## src/rtl/keypad_scanner.sv

```systemverilog
`default_nettype none
// ============================================================================
// Module   : keypad_scanner
// Brief    : Row-scanning matrix keypad reader. Drives one row low at a time,
//            samples synchronized active-low columns at the end of each row
//            slot, debounces over whole scans and reports single key presses
//            as a code with a one-cycle valid strobe and a held-down level.
// Revision : 1.0 - initial release
// ============================================================================
module keypad_scanner #(
  parameter int ROWS           = 4,
  parameter int COLS           = 3,
  parameter int SCAN_DIV       = 1000,
  parameter int DEBOUNCE_SCANS = 3
) (
  input  logic            clk,
  input  logic            rst,
  input  logic [COLS-1:0] col_n,
  output logic [ROWS-1:0] row_n,
  output logic [3:0]      key_code,
  output logic            key_valid,
  output logic            key_down
);

  localparam int ROW_W = (ROWS > 2) ? $clog2(ROWS) : 1;
  localparam int DIV_W = $clog2(SCAN_DIV);

  typedef enum logic [1:0] {
    IDLE     = 2'd0,
    PRESS_DB = 2'd1,
    HELD     = 2'd2,
    REL_DB   = 2'd3
  } state_t;

  // Synchronizer and scan position
  logic [COLS-1:0]  col_s1;
  logic [COLS-1:0]  col_s2;
  logic [ROW_W-1:0] r;
  logic [DIV_W-1:0] d;

  // Per-scan accumulation
  logic [1:0]       hit_cnt;
  logic [3:0]       last_code;

  // Debounce state
  state_t           state;
  state_t           next_state;
  logic [3:0]       cand;
  logic [3:0]       next_cand;
  logic [3:0]       s;
  logic [3:0]       next_s;
  logic             accept;
  logic             release_evt;
  logic             accept_pend;
  logic             release_pend;

  // Combinational sample evaluation
  logic             sample;
  logic             scan_start;
  logic             scan_end;
  logic [1:0]       row_hits;
  logic [1:0]       col_idx;
  logic [3:0]       row_code;
  logic [2:0]       tot_sum;
  logic [1:0]       tot;
  logic [3:0]       new_code;
  logic             res_none;
  logic             res_one;

  assign sample     = (d == DIV_W'(SCAN_DIV - 1));
  assign scan_start = (r == '0) && (d == '0);
  assign scan_end   = sample && (r == ROW_W'(ROWS - 1));
  assign row_n      = ~(ROWS'(1) << r);

  // Two-flop synchronizer for the asynchronous column lines (idle high)
  always_ff @(posedge clk or posedge rst) begin
    if (rst) begin
      col_s1 <= '1;
      col_s2 <= '1;
    end else begin
      col_s1 <= col_n;
      col_s2 <= col_s1;
    end
  end

  // Row divider and row index rotation; the row advances on the sample edge
  always_ff @(posedge clk or posedge rst) begin
    if (rst) begin
      r <= '0;
      d <= '0;
    end else if (sample) begin
      d <= '0;
      r <= (r == ROW_W'(ROWS - 1)) ? '0 : r + ROW_W'(1);
    end else begin
      d <= d + DIV_W'(1);
    end
  end

  // Count active columns in the current row and fold them into the scan total
  always_comb begin
    row_hits = 2'd0;
    col_idx  = 2'd0;
    for (int c = 0; c < COLS; c++) begin
      if (!col_s2[c]) begin
        col_idx = 2'(c);
        if (row_hits != 2'd2) row_hits = row_hits + 2'd1;
      end
    end
    row_code = 4'(r) * 4'(COLS) + 4'(col_idx);
    tot_sum  = {1'b0, hit_cnt} + {1'b0, row_hits};
    tot      = (tot_sum >= 3'd2) ? 2'd2 : tot_sum[1:0];
    new_code = (row_hits != 2'd0) ? row_code : last_code;
    res_none = (tot == 2'd0);
    res_one  = (tot == 2'd1);
  end

  // Per-scan hit accumulator, cleared at the start of every scan
  always_ff @(posedge clk or posedge rst) begin
    if (rst) begin
      hit_cnt   <= 2'd0;
      last_code <= 4'd0;
    end else if (scan_start) begin
      hit_cnt   <= 2'd0;
      last_code <= 4'd0;
    end else if (sample) begin
      hit_cnt   <= tot;
      last_code <= new_code;
    end
  end

  // Debounce state register
  always_ff @(posedge clk or posedge rst) begin
    if (rst) begin
      state        <= IDLE;
      cand         <= 4'd0;
      s            <= 4'd0;
      accept_pend  <= 1'b0;
      release_pend <= 1'b0;
    end else begin
      state        <= next_state;
      cand         <= next_cand;
      s            <= next_s;
      accept_pend  <= accept;
      release_pend <= release_evt;
    end
  end

  // Debounce next-state logic, evaluated only on scan-end edges
  always_comb begin
    next_state  = state;
    next_cand   = cand;
    next_s      = s;
    accept      = 1'b0;
    release_evt = 1'b0;
    if (scan_end) begin
      case (state)
        IDLE: begin
          if (res_one) begin
            next_cand = new_code;
            if (DEBOUNCE_SCANS == 1) begin
              accept     = 1'b1;
              next_state = HELD;
              next_s     = 4'd0;
            end else begin
              next_state = PRESS_DB;
              next_s     = 4'd1;
            end
          end
        end
        PRESS_DB: begin
          if (res_one && (new_code == cand)) begin
            if (s + 4'd1 == 4'(DEBOUNCE_SCANS)) begin
              accept     = 1'b1;
              next_state = HELD;
              next_s     = 4'd0;
            end else begin
              next_s = s + 4'd1;
            end
          end else if (res_one) begin
            next_cand = new_code;
            next_s    = 4'd1;
          end else begin
            next_state = IDLE;
            next_s     = 4'd0;
          end
        end
        HELD: begin
          if (res_none) begin
            if (DEBOUNCE_SCANS == 1) begin
              release_evt = 1'b1;
              next_state  = IDLE;
              next_s      = 4'd0;
            end else begin
              next_state = REL_DB;
              next_s     = 4'd1;
            end
          end
        end
        REL_DB: begin
          if (res_none) begin
            if (s + 4'd1 == 4'(DEBOUNCE_SCANS)) begin
              release_evt = 1'b1;
              next_state  = IDLE;
              next_s      = 4'd0;
            end else begin
              next_s = s + 4'd1;
            end
          end else begin
            next_state = HELD;
            next_s     = 4'd0;
          end
        end
        default: begin
          next_state = IDLE;
          next_s     = 4'd0;
        end
      endcase
    end
  end

  // Output register: updates one cycle after the deciding scan-end edge
  always_ff @(posedge clk or posedge rst) begin
    if (rst) begin
      key_code  <= 4'd0;
      key_valid <= 1'b0;
      key_down  <= 1'b0;
    end else begin
      key_valid <= accept_pend;
      if (accept_pend) begin
        key_code <= cand;
        key_down <= 1'b1;
      end else if (release_pend) begin
        key_down <= 1'b0;
      end
    end
  end

endmodule
`default_nettype wire

```

## config.mk

```make
export PLATFORM = sky130hd
export DESIGN_NAME = keypad_scanner
export DESIGN_NICKNAME = d
export VERILOG_FILES = /design/src/rtl/keypad_scanner.sv
export SDC_FILE = /design/constraint.sdc
export NUM_CORES = 1
export LEC_CHECK = 0
export BUFFER_PORTS_ARGS = -buffer_cell sky130_fd_sc_hd__buf_2
export CAP_MARGIN = 20
export CORE_AREA = 8 8 73 75
export CTS_CLUSTER_DIAMETER = 50
export CTS_CLUSTER_SIZE = 30
export DETAILED_ROUTE_END_ITERATION = 10
export DIE_AREA = 0 0 81 83
export GPL_TIMING_DRIVEN = 0
export HOLD_SLACK_MARGIN = 0.1
export MAX_ROUTING_LAYER = met4
export PLACE_DENSITY = 0.71
export SLEW_MARGIN = 10
export SYNTH_ARGS = -nofsm -noshare
export SYNTH_HDL_FRONTEND = slang
export SYNTH_SLANG_ARGS = --single-unit
```

## constraint.sdc

```tcl
create_clock -name clk -period 9.3 [get_ports clk]
set_clock_uncertainty 0.15 [all_clocks]
set_input_delay 1.395 -clock clk [delete_from_list [all_inputs] [get_ports clk]]
set_output_delay 1.395 -clock clk [all_outputs]
set_load 0.005 [all_outputs]
```

==> summary.md, run 1 <==
| Metric | Value |
|---|---|
| Result of the run | finished, final reports clean |
| Net Sw Power | 0.0702 mW |
| Crit share post-route | 36.4% |
| Die W | 81 um |
| Initial antenna violation count | 0 |
| Final hold vios | 0 |
| Post-synthesis sequential area ratio | 48.0% |
| Layout cells sized above 1 | 17.9% |
| Sw Share | 20.5% |
| Detailed Route WL | 3.69 mm |
| Endpoints failing setup | 0 |
| R2R Path End | cand[2] |
| Synth area leader | dfrtp_1 |
| FF+latch count, synth | 42 |
| Dominant synthesized flop cell | dfrtp_1 |
| Min-delay src | col_s1[2] |
| Die Y-Extent | 83 um |
| Register clock-pin slew on the reported worst setup and hold paths | 70 ps |
| Met3 wire len | 60 um |
| Initial Utilization | 52.4% |
| Min cycle time layout | 3380 ps |
| Met1 wire length | 1.79 mm |
| Flop pwr share | 54.5% |
| CP max stage delay | 610 ps |
| Synth top area share | 40.9% |
| Antenna Nets Post-Route | 0 |
| GRT Util Overall | 12.6% |
| Die area | 0.00672 mm^2 |
| Area delta synth->final | 11.9% |
| Post-synth EDFFs | 0 |
| CTS HTree Levels | 2 |
| Total power | 0.342 mW |
| CP startpoint kind | flop |
| Hold worst-path end | col_s2[2] |
| DRT iter0 DRCs | 38 |
| Final setup margin | 5920 ps |
| Post_cts resized | 0 |
| DRC Markers | 0 |
| Hold depth | 0 |
| Leakage | 1.12 nW |
| WP data required | 9320 ps |
| Combinational power share | 5.1% |
| Core ar. | 0.00420 mm^2 |
| Fillers | 387 |
| Post-CTS setup buffer count | 0 |
| Peak Freq | 295 MHz |
| Yosys warns | 0 |
| Synth cell count leaders | 36 x dfrtp_1, 24 x inv_1, 20 x nor2_1 |
| Synth Instances | 206 |
| Design area | 0.00246 mm^2 |
| CP top delay family | adder cells |
| Top Ports | 15 |
| Register-to-Register Setup Slack | 5920 ps |
| Pre-CTS WS | 5910 ps |
| Hold Buf Count CTS | 0 |
| Internal power | 0.272 mW |
| DR top layer | met4 |
| DRT Pass-1 Iters | 4 |
| Vias | 1510 |
| Number of buffers created by CTS | 5 |
| Count leader, synth | dfrtp_1 |
| Synthesized cell area | 0.00220 mm^2 |
| Syn_area_per_cell | 10.7 um^2 |
| Rows | 24 |
| CP Capture Type | flop |
| Number of I/O port buffers | 14 |
| Synth area leaders | dfrtp_1 41%, ha_1 8.0%, dfstp_2 7.2% |
| RSZ-0062 raised after global routing | false |
| Worst setup path category | reg -> reg |
| Placer Congestion | 0.802 |
| Max-Cap Viols | 0 |
| FF-to-FF Start | col_s2[2] |
| Pwr/cell area | 139 mW/mm^2 |
| Fin. max-slew vios | 0 |
| First-pass GRT wire length | 6.67 mm |
| Clock Power Share | 40.4% |
| Post-Syn Nets | 228 |
| Maximum vdd ir drop | 0.0000869 V |
| Clock buffer depth | 2 |
| Avg WL per Cell | 13.1 um |
| Setup_tns | 0 ps |
| Worst path bufs/invs | 2 |
| Cell variety after synth | 44 |
| CP max FO | 7 |
| Root Buffer | clkbuf_8 |
| Least-Margin Pin Slew | 459 ps |
| Layout Nets | 250 |
| Fin Hold WS | 209 ps |
| Cell breakdown of the critical path | inv_1 > fa_1 > ha_1 > inv_1 > fa_1 > mux2i_1 > xor2_1 > nor4_4 > a21boi_1 > mux2_1 |
| Clk_lat worst skew | 290 ps |
| Gr ovfl total | 0 |
| Ys async rst share | 100% |
| CTS Sinks | 42 |
| CP arrival | 3410 ps |
| ANT cells | 0 |
| Largest net degree at the start of global routing | 28 |
| Vias in the first global route | 1477 |
| Post-DP Area | 0.00236 mm^2 |
| Cell at the slowest stage of the critical path | dfstp_2 |
| R2R cell count | 10 |
| DR vias/cell | 5.37 |
| Slew HR | 69.2% |
| CTS tree | yes |
| Hpwl dp | 2.84 mm |
| Met2 WL | 1.79 mm |
| Worst hold path class | reg -> reg |
cell usage in the layout, fill, tap and decap left out, types with 2 or more instances in the layout:
cell	n
buf_2	14
nand4_1	2
ha_1	14
nor4_4	2
mux2i_1	6
clkbuf_1	4
nor2b_1	3
a32o_1	2
dfstp_2	6
xnor2_1	6
inv_1	23
o21ai_0	9
nor3_1	4
clkbuf_8	5
a22o_1	2
nand2_1	14
mux2_2	6
nor2_1	20
dfrtp_1	36
a21oi_1	4
nand3_1	9
fa_1	3
nor4_1	2
o31ai_1	3
xor2_1	6
how the worst max path moves through the flow:
stage                     startpoint      end  cells past startpoint
final                      col_s2[2]  cand[2]                     10
after floorplan            col_s2[2]  cand[2]                     10
after global placement     col_s2[2]  cand[2]                     10
after global routing       col_s2[2]  cand[2]                     10
after CTS                  col_s2[2]  cand[2]                     10
after detailed placement   col_s2[2]  cand[2]                     10
layer usage:
metal	global-route usage, %	vias to the layer above
li1	-	750
met2	19.2	7
met3	3.23	5
met1	15.7	748
met5	-	-
met4	4.39	0
flip-flops by register name, summed over array words and instances (netlist names), 2 cells and up:
signal and flops:
hit_cnt 2, cand 4, r 2, col_s1 3
state 2, col_s2 3, last_code 4, s 4
key_code 4, d 10
stage by stage:
| step | util (%) | cells |
|---|---|---|
| after floorplan | - | 206 |
| after global placement | 55.6 | 272 |
| after detailed placement | 56.1 | 273 |
| after CTS | 58.6 | 281 |
| after global routing | 58.6 | 281 |
| final | 58.6 | 281 |
power by group through the flow:
stage	Sequential [mW]	Combinational [mW]	Clock [mW]
finish	0.186	0.0175	0.138
global route	0.186	0.0199	0.149
CTS	0.186	0.0180	0.142
detailed placement	0.190	0.0180	0
global placement	0.190	0.0166	0
floorplan	0.189	0.0130	0
worst register-to-register path, stage by stage (launching register included):
cell	delay, ps
dfstp_2	610
inv_1	100
fa_1	440
ha_1	210
inv_1	70
fa_1	430
mux2i_1	230
xor2_1	150
nor4_4	440
a21boi_1	130
mux2_1	320
cell type report:
type	instances	area, um^2	share of cell area [%]
sequential	42	1060	42.9
multi-input combinational	138	1050	42.5
timing repair buffer	15	90.1	3.65
inverter	24	90.1	3.65
clock buffer	7	76.3	3.10
tap	52	65.1	2.64
clock inverter	1	30.0	1.22
buffer	2	7.51	0.305
cell families after synthesis:
family                   Yosys count  share of synthesized area, %
multiplexers                      13                          6.30
AND/OR/NAND/NOR                   63                          15.1
XOR/XNOR                          12                          4.77
buffers and inverters             26                          4.43
AO/OA/AOI/OAI                     33                          10.7
flip-flops                        42                          48.0
adder cells (fa/ha/maj)           17                          10.7
(Power assumes the default switching activity.)
==> run 2: changes to the inputs <==
PLACE_DENSITY = 0.74   (was 0.71)
clock period = 3.1 ns   (was 9.3 ns; I/O delays follow)
==> run 2 against run 1 <==
Final cell count grew 4.3%. Register-to-register slack lost 5900 ps. Clock power grew to 2.6 times the previous value. Clock-buffer cell count shrank 1. Utilization grew 4.0 points. Die area is the same.
==> summary.md, run 2 (synthesized netlist as in run 1, its figures left out) <==
| Metric | Value |
|---|---|
| Fin. max-slew vios | 0 (unchanged) |
| Core ar. | 0.00420 mm^2 (unchanged) |
| Most frequent cells in the layout | 36 x dfrtp_1, 21 x inv_1, 20 x nor2_1 (was 36 x dfrtp_1, 23 x inv_1, 20 x nor2_1) |
| DRC Markers | 0 (unchanged) |
| CP startpoint kind | flop (unchanged) |
| Initial Utilization | 52.4% (unchanged) |
| Register-to-Register Setup Slack | 30 ps (was 5920 ps) |
| Register clock-pin slew on the reported worst setup and hold paths | 80 ps (was 70 ps) |
| Cell breakdown of the critical path | inv_2 > fa_1 > ha_2 > inv_2 > fa_2 > mux2i_4 > xor2_2 > nor4_4 > buf_4 > a21boi_2 > mux2_4 (was inv_1 > fa_1 > ha_1 > inv_1 > fa_1 > mux2i_1 > xor2_1 > nor4_4 > a21boi_1 > mux2_1) |
| Area delta synth->final | 19.4% (was 11.9%) |
| Worst path bufs/invs | 3 (was 2) |
| Worst hold path class | reg -> reg (unchanged) |
| Setup_tns | 0 ps (unchanged) |
| Cell at the slowest stage of the critical path | dfstp_2 (unchanged) |
| Antenna Nets Post-Route | 0 (unchanged) |
| DRT iter0 DRCs | 68 (was 38) |
| DR vias/cell | 5.31 (was 5.37) |
| FF-to-FF Start | col_s2[2] (unchanged) |
| Fin Hold WS | 208 ps (was 209 ps) |
| Rows | 24 (unchanged) |
| CP Capture Type | flop (unchanged) |
| Hpwl dp | 2.83 mm (was 2.84 mm) |
| Final setup margin | 32.2 ps (was 5920 ps) |
| GRT Util Overall | 13.2% (was 12.6%) |
| Clk_lat worst skew | 290 ps (about the same) |
| CP arrival | 3100 ps (was 3410 ps) |
| Least-Margin Pin Slew | 505 ps (was 459 ps) |
| Layout cells sized above 1 | 26.6% (was 17.9%) |
| Vias in the first global route | 1522 (was 1477) |
| Die area | 0.00672 mm^2 (unchanged) |
| R2R Path End | cand[2] (unchanged) |
| Detailed Route WL | 4.13 mm (was 3.69 mm) |
| Biggest register | d (unchanged) |
| Initial antenna violation count | 0 (unchanged) |
| WP data required | 3130 ps (was 9320 ps) |
| CP max stage delay | 550 ps (was 610 ps) |
| CTS tree | yes (unchanged) |
| Pwr/cell area | 377 mW/mm^2 (was 139 mW/mm^2) |
| Clock buffer depth | 2 (unchanged) |
| Multi-input logic area | 0.00111 mm^2 (was 0.00105 mm^2) |
| Number of I/O port buffers | 14 (unchanged) |
| Hold depth | 0 (unchanged) |
| Fin util | 62.6% (was 58.6%) |
| Pre-CTS WS | -188 ps (was 5910 ps) |
| Fillers | 347 (was 387) |
| Peak Freq | 326 MHz (was 295 MHz) |
| Max reg flops | 10 (unchanged) |
| Top Ports | 15 (unchanged) |
| Number of buffers created by CTS | 5 (unchanged) |
| Post-DP Area | 0.00237 mm^2 (was 0.00236 mm^2) |
| CTS HTree Levels | 2 (unchanged) |
| Largest net degree at the start of global routing | 23 (was 28) |
| Endpoints failing setup | 0 (unchanged) |
| Crit share post-route | 99.0% (was 36.4%) |
| Max-Cap Viols | 0 (unchanged) |
| Vias | 1555 (was 1510) |
| Total power | 0.993 mW (was 0.342 mW) |
| First-pass GRT wire length | 6.94 mm (was 6.67 mm) |
| Result of the run | finished, final reports clean (unchanged) |
| Die W | 81 um (unchanged) |
| CTS Sinks | 42 (unchanged) |
| Final hold vios | 0 (unchanged) |
| R2R cell count | 11 (was 10) |
| DRT Pass-1 Iters | 4 (unchanged) |
| Worst setup path category | reg -> reg (unchanged) |
| Register area | 0.00106 mm^2 (unchanged) |
| Most frequent CP cell | inv_2 |
| Design area | 0.00263 mm^2 (was 0.00246 mm^2) |
| Leakage | 1.17 nW (was 1.12 nW) |
| RSZ-0062 raised after global routing | true (was false) |
| Layout Nets | 262 (was 250) |
| Die Y-Extent | 83 um (unchanged) |
| Root Buffer | clkbuf_8 (unchanged) |
| Min-delay src | col_s1[1] (was col_s1[2]) |
| CP max FO | 5 (was 7) |
| Gr ovfl total | 0 (unchanged) |
| Placed cell count | 273 (unchanged) |
| Maximum vdd ir drop | 0.000374 V (was 0.0000869 V) |
| Final Non-Filler Cells | 293 (was 281) |
| Placer Congestion | 0.884 (was 0.802) |
| Slew HR | 66.3% (was 69.2%) |
| Avg WL per Cell | 14.1 um (was 13.1 um) |
| ANT cells | 0 (unchanged) |
| CP top delay family | adder cells (unchanged) |
| Hold worst-path end | col_s2[1] (was col_s2[2]) |
| Min cycle time layout | 3070 ps (was 3380 ps) |
| Commonest non-fill, non-tap cell in the layout | dfrtp_1 (unchanged) |
[run 2: cell count changes in the layout (fill, tap and decap cells not counted), moves of 2 or more]
cell,previous run,this run
buf_4,0,7
dlygate4sd3_1,0,4
clkbuf_1,4,2
inv_1,23,21
inv_2,1,3
mux2i_1,6,4
[run 2: metal layers]
layer	wire [um]	global-route usage (%)	vias to the layer above	part of all wire, %
met3	92	2.91	7	2.2
met5	0	-	-	0
met2	2160	21.5	20	52
met4	78	5.37	0	1.9
li1	-	-	769	-
met1	1800	15.1	759	44
[run 2: timing repair]
item,CTS,global route
pin swaps,4,5
setup buffers,3,5
hold buffers,1,3
endpoints found under the setup margin,6,10
gates resized for setup,4,12
hold endpoints to repair,15,3
[run 2: worst max path at each step]
stage          startpoint        to  slack [ps]  cells after the start
2_1_floorplan   col_s2[2]   cand[2]          30                     10
3_3_place_gp    col_s2[2]   cand[2]        -150                     10
3_5_place_dp    col_s2[2]   cand[2]        -190                     10
4_1_cts         col_s2[2]   cand[2]        -140                     11
5_1_grt         col_s2[2]  state[0]         -90                     12
6_report        col_s2[2]   cand[2]          30                     11
[run 2: area by class of cell]
cell class,count,share of cell area [%]
Inverter,24,3.42
Timing Repair Buffer,27,7.66
Clock inverter,2,0.476
Clock buffer,6,3.14
Tap cell,52,2.47
Buffer,2,0.285
Sequential cell,42,40.2
Multi-Input combinational cell,138,42.3
[run 2: report_power, final]
part | internal [mW] | leakage (nW) | switching (mW)
logic | 0.0313 | 0.575 | 0.0403
clock network | 0.179 | 0.0472 | 0.185
registers | 0.555 | 0.552 | 0.00235
==> run 3: changes to the inputs <==
CORE_AREA = 8 8 86 88   (was 8 8 73 75)
DIE_AREA = 0 0 94 96   (was 0 0 81 83)
MAX_ROUTING_LAYER = default   (was met4)
PLACE_DENSITY = default   (was 0.74)
==> run 3 against run 2 <==
Sequential cell count unchanged. Worst hold slack worse by 83 ps. Non-clock buffer count down 4. First-iteration DRC count up 75%. Final area about the same. Global-route usage down 3.1 points. Critical path type unchanged. Largest cell class unchanged. Highest routed layer unchanged.
==> summary.md, run 3 (synthesized netlist as in run 1, its figures left out) <==
| Metric | Value |
|---|---|
| Result of the run | finished, final reports clean (unchanged) |
| Initial antenna violation count | 0 (unchanged) |
| Peak Freq | 324 MHz (was 326 MHz) |
| First-pass GRT wire length | 7.24 mm (was 6.94 mm) |
| Placer Congestion | 0.850 (was 0.884) |
| Crit share post-route | 99.6% (was 99.0%) |
| Antenna Nets Post-Route | 0 (unchanged) |
| CP startpoint kind | flop (unchanged) |
| Die Y-Extent | 96 um (was 83 um) |
| Placed cell count | 298 (was 273) |
| Least-Margin Pin Slew | 490 ps (was 505 ps) |
| Max-Cap Viols | 0 (unchanged) |
| Worst path bufs/invs | 3 (unchanged) |
| CP max FO | 4 (was 5) |
| Post-DP Area | 0.00239 mm^2 (was 0.00237 mm^2) |
| Clock buffer depth | 2 (unchanged) |
| CP max stage delay | 550 ps (about the same) |
| Top Ports | 15 (unchanged) |
| DRT Pass-1 Iters | 4 (unchanged) |
| DRT iter0 DRCs | 119 (was 68) |
| Cell at the slowest stage of the critical path | dfstp_2 (unchanged) |
| R2R cell count | 11 (unchanged) |
| Worst hold path class | in -> reg (was reg -> reg) |
| Layout cells sized above 1 | 24.9% (was 26.6%) |
| Area delta synth->final | 19.5% (was 19.4%) |
| R2R Path End | s[1] (was cand[2]) |
| Most frequent CP cell | inv_2 (unchanged) |
| WP data required | 3150 ps (was 3130 ps) |
| Design area | 0.00263 mm^2 (about the same) |
| Worst setup path category | reg -> reg (unchanged) |
| CTS Sinks | 42 (unchanged) |
| Fillers | 590 (was 347) |
| Hold depth | 1 (was 0) |
| Number of buffers created by CTS | 5 (unchanged) |
| Maximum vdd ir drop | 0.000137 V (was 0.000374 V) |
| Biggest register | d (unchanged) |
| Die W | 94 um (was 81 um) |
| Register clock-pin slew on the reported worst setup and hold paths | 80 ps (about the same) |
| CP arrival | 3140 ps (was 3100 ps) |
| RSZ-0062 raised after global routing | true (unchanged) |
| Clk_lat worst skew | 290 ps (about the same) |
| CTS tree | yes (unchanged) |
| Number of I/O port buffers | 14 (unchanged) |
| Min cycle time layout | 3090 ps (was 3070 ps) |
| Commonest non-fill, non-tap cell in the layout | dfrtp_1 (unchanged) |
| Pre-CTS WS | -192 ps (was -188 ps) |
| Largest net degree at the start of global routing | 35 (was 23) |
| Vias in the first global route | 1514 (was 1522) |
| DRC Markers | 0 (unchanged) |
| GRT Util Overall | 10.1% (was 13.2%) |
| Die area | 0.00902 mm^2 (was 0.00672 mm^2) |
| Endpoints failing setup | 0 (unchanged) |
| Min-delay src | col_n[2] (was col_s1[1]) |
| Final hold vios | 0 (unchanged) |
| Met2 WL | 1.98 mm (was 2.16 mm) |
| Fin Hold WS | 125 ps (was 208 ps) |
| Pwr/cell area | 405 mW/mm^2 (was 377 mW/mm^2) |
| Final setup margin | 12.7 ps (was 32.2 ps) |
| CTS HTree Levels | 2 (unchanged) |
| Leakage | 1.16 nW (was 1.17 nW) |
| Rows | 29 (was 24) |
| Most frequent cells in the layout | 36 x dfrtp_1, 21 x inv_1, 20 x nor2_1 (unchanged) |
| Detailed Route WL | 4.02 mm (was 4.13 mm) |
| CP Capture Type | flop (unchanged) |
| Cell breakdown of the critical path | inv_2 > fa_1 > ha_2 > inv_2 > fa_2 > mux2i_4 > xor2_2 > nor4_4 > buf_4 > a31oi_2 > o31ai_1 (was inv_2 > fa_1 > ha_2 > inv_2 > fa_2 > mux2i_4 > xor2_2 > nor4_4 > buf_4 > a21boi_2 > mux2_4) |
| Gr ovfl total | 0 (unchanged) |
| Hpwl dp | 2.87 mm (was 2.83 mm) |
| Met3 wire len | 105 um (was 92 um) |
| Initial Utilization | 36.1% (was 52.4%) |
| Max reg flops | 10 (unchanged) |
| Avg WL per Cell | 12.8 um (was 14.1 um) |
| Register-to-Register Setup Slack | 10 ps (was 30 ps) |
| Hold worst-path end | col_s1[2] (was col_s2[1]) |
| Core ar. | 0.00610 mm^2 (was 0.00420 mm^2) |
| Met1 wire length | 1.85 mm (was 1.80 mm) |
| CP top delay family | adder cells (unchanged) |
| Root Buffer | clkbuf_8 (unchanged) |
| ANT cells | 0 (unchanged) |
| Fin. max-slew vios | 0 (unchanged) |
| FF-to-FF Start | col_s2[2] (unchanged) |
| DR vias/cell | 4.87 (was 5.31) |
| Slew HR | 67.4% (was 66.3%) |
| Vias | 1529 (was 1555) |
| Final Non-Filler Cells | 314 (was 293) |
| DR top layer | met4 (unchanged) |
| Layout Nets | 258 (was 262) |
## run 3: changes by cell type in the layout (fill, tap and decap cells not counted), sizes merged
cell	previous run	this run
buf	23	21
clkinv	1	0
dlygate4sd3	4	2
bufinv	0	1
clkbuf	8	9
clkinvlp	1	0
## run 3: through the flow
step / utilization [%] / power [mW] / TNS [ps]
after detailed placement: 39.2 / 0.624 / -609
after global routing: 43.2 / 1.12 / -733
after global placement: 38.9 / 0.621 / -692
final: 43.2 / 1.07 / 0
after CTS: 41.8 / 1.08 / -640
after floorplan: - / 0.607 / 0
## run 3: per-layer routing
metal,GRT usage [%],vias up
met3,2.26,6
li1,-,759
met2,16.1,15
met4,5.15,0
met1,12.6,749
met5,0,-
## run 3: layout make-up
| class | instances | area, um^2 | share of cell area (%) |
|---|---|---|---|
| Buffer | 2 | 7.51 | 0.285 |
| Clock buffer | 7 | 86.3 | 3.28 |
| Clock inverter | 1 | 30.0 | 1.14 |
| Inverter | 24 | 90.1 | 3.42 |
| Multi-Input combinational cell | 138 | 1110 | 42.0 |
| Sequential cell | 42 | 1060 | 40.2 |
| Tap cell | 77 | 96.3 | 3.66 |
| Timing Repair Buffer | 23 | 159 | 6.03 |
## run 3: how the worst max path moves through the flow
| stage | startpoint | slack (ps) | end | cells past startpoint |
|---|---|---|---|---|
| finish | col_s2[2] | 10 | s[1] | 11 |
| global route | col_s2[2] | -170 | s[1] | 11 |
| CTS | col_s2[2] | -130 | s[1] | 11 |
| detailed placement | col_s2[2] | -190 | cand[2] | 10 |
| global placement | col_s2[2] | -200 | cand[2] | 10 |
| floorplan | col_s2[2] | 30 | cand[2] | 10 |
## run 3: report_power, final
part           leakage, nW  internal, mW  switching [mW]  total (mW)
clock               0.0585         0.262           0.178       0.441
sequential           0.552         0.555         0.00264       0.557
combinational        0.553        0.0295          0.0397      0.0692
## run 3: what timing repair did
action                                  in CTS  in global routing
endpoints found under the setup margin       7                  8
setup buffers                                3                  3
resized for setup                            3                 11
endpoints found under the hold margin        6                  1
pin swaps                                    5                  6
hold buffers                                 1                  1
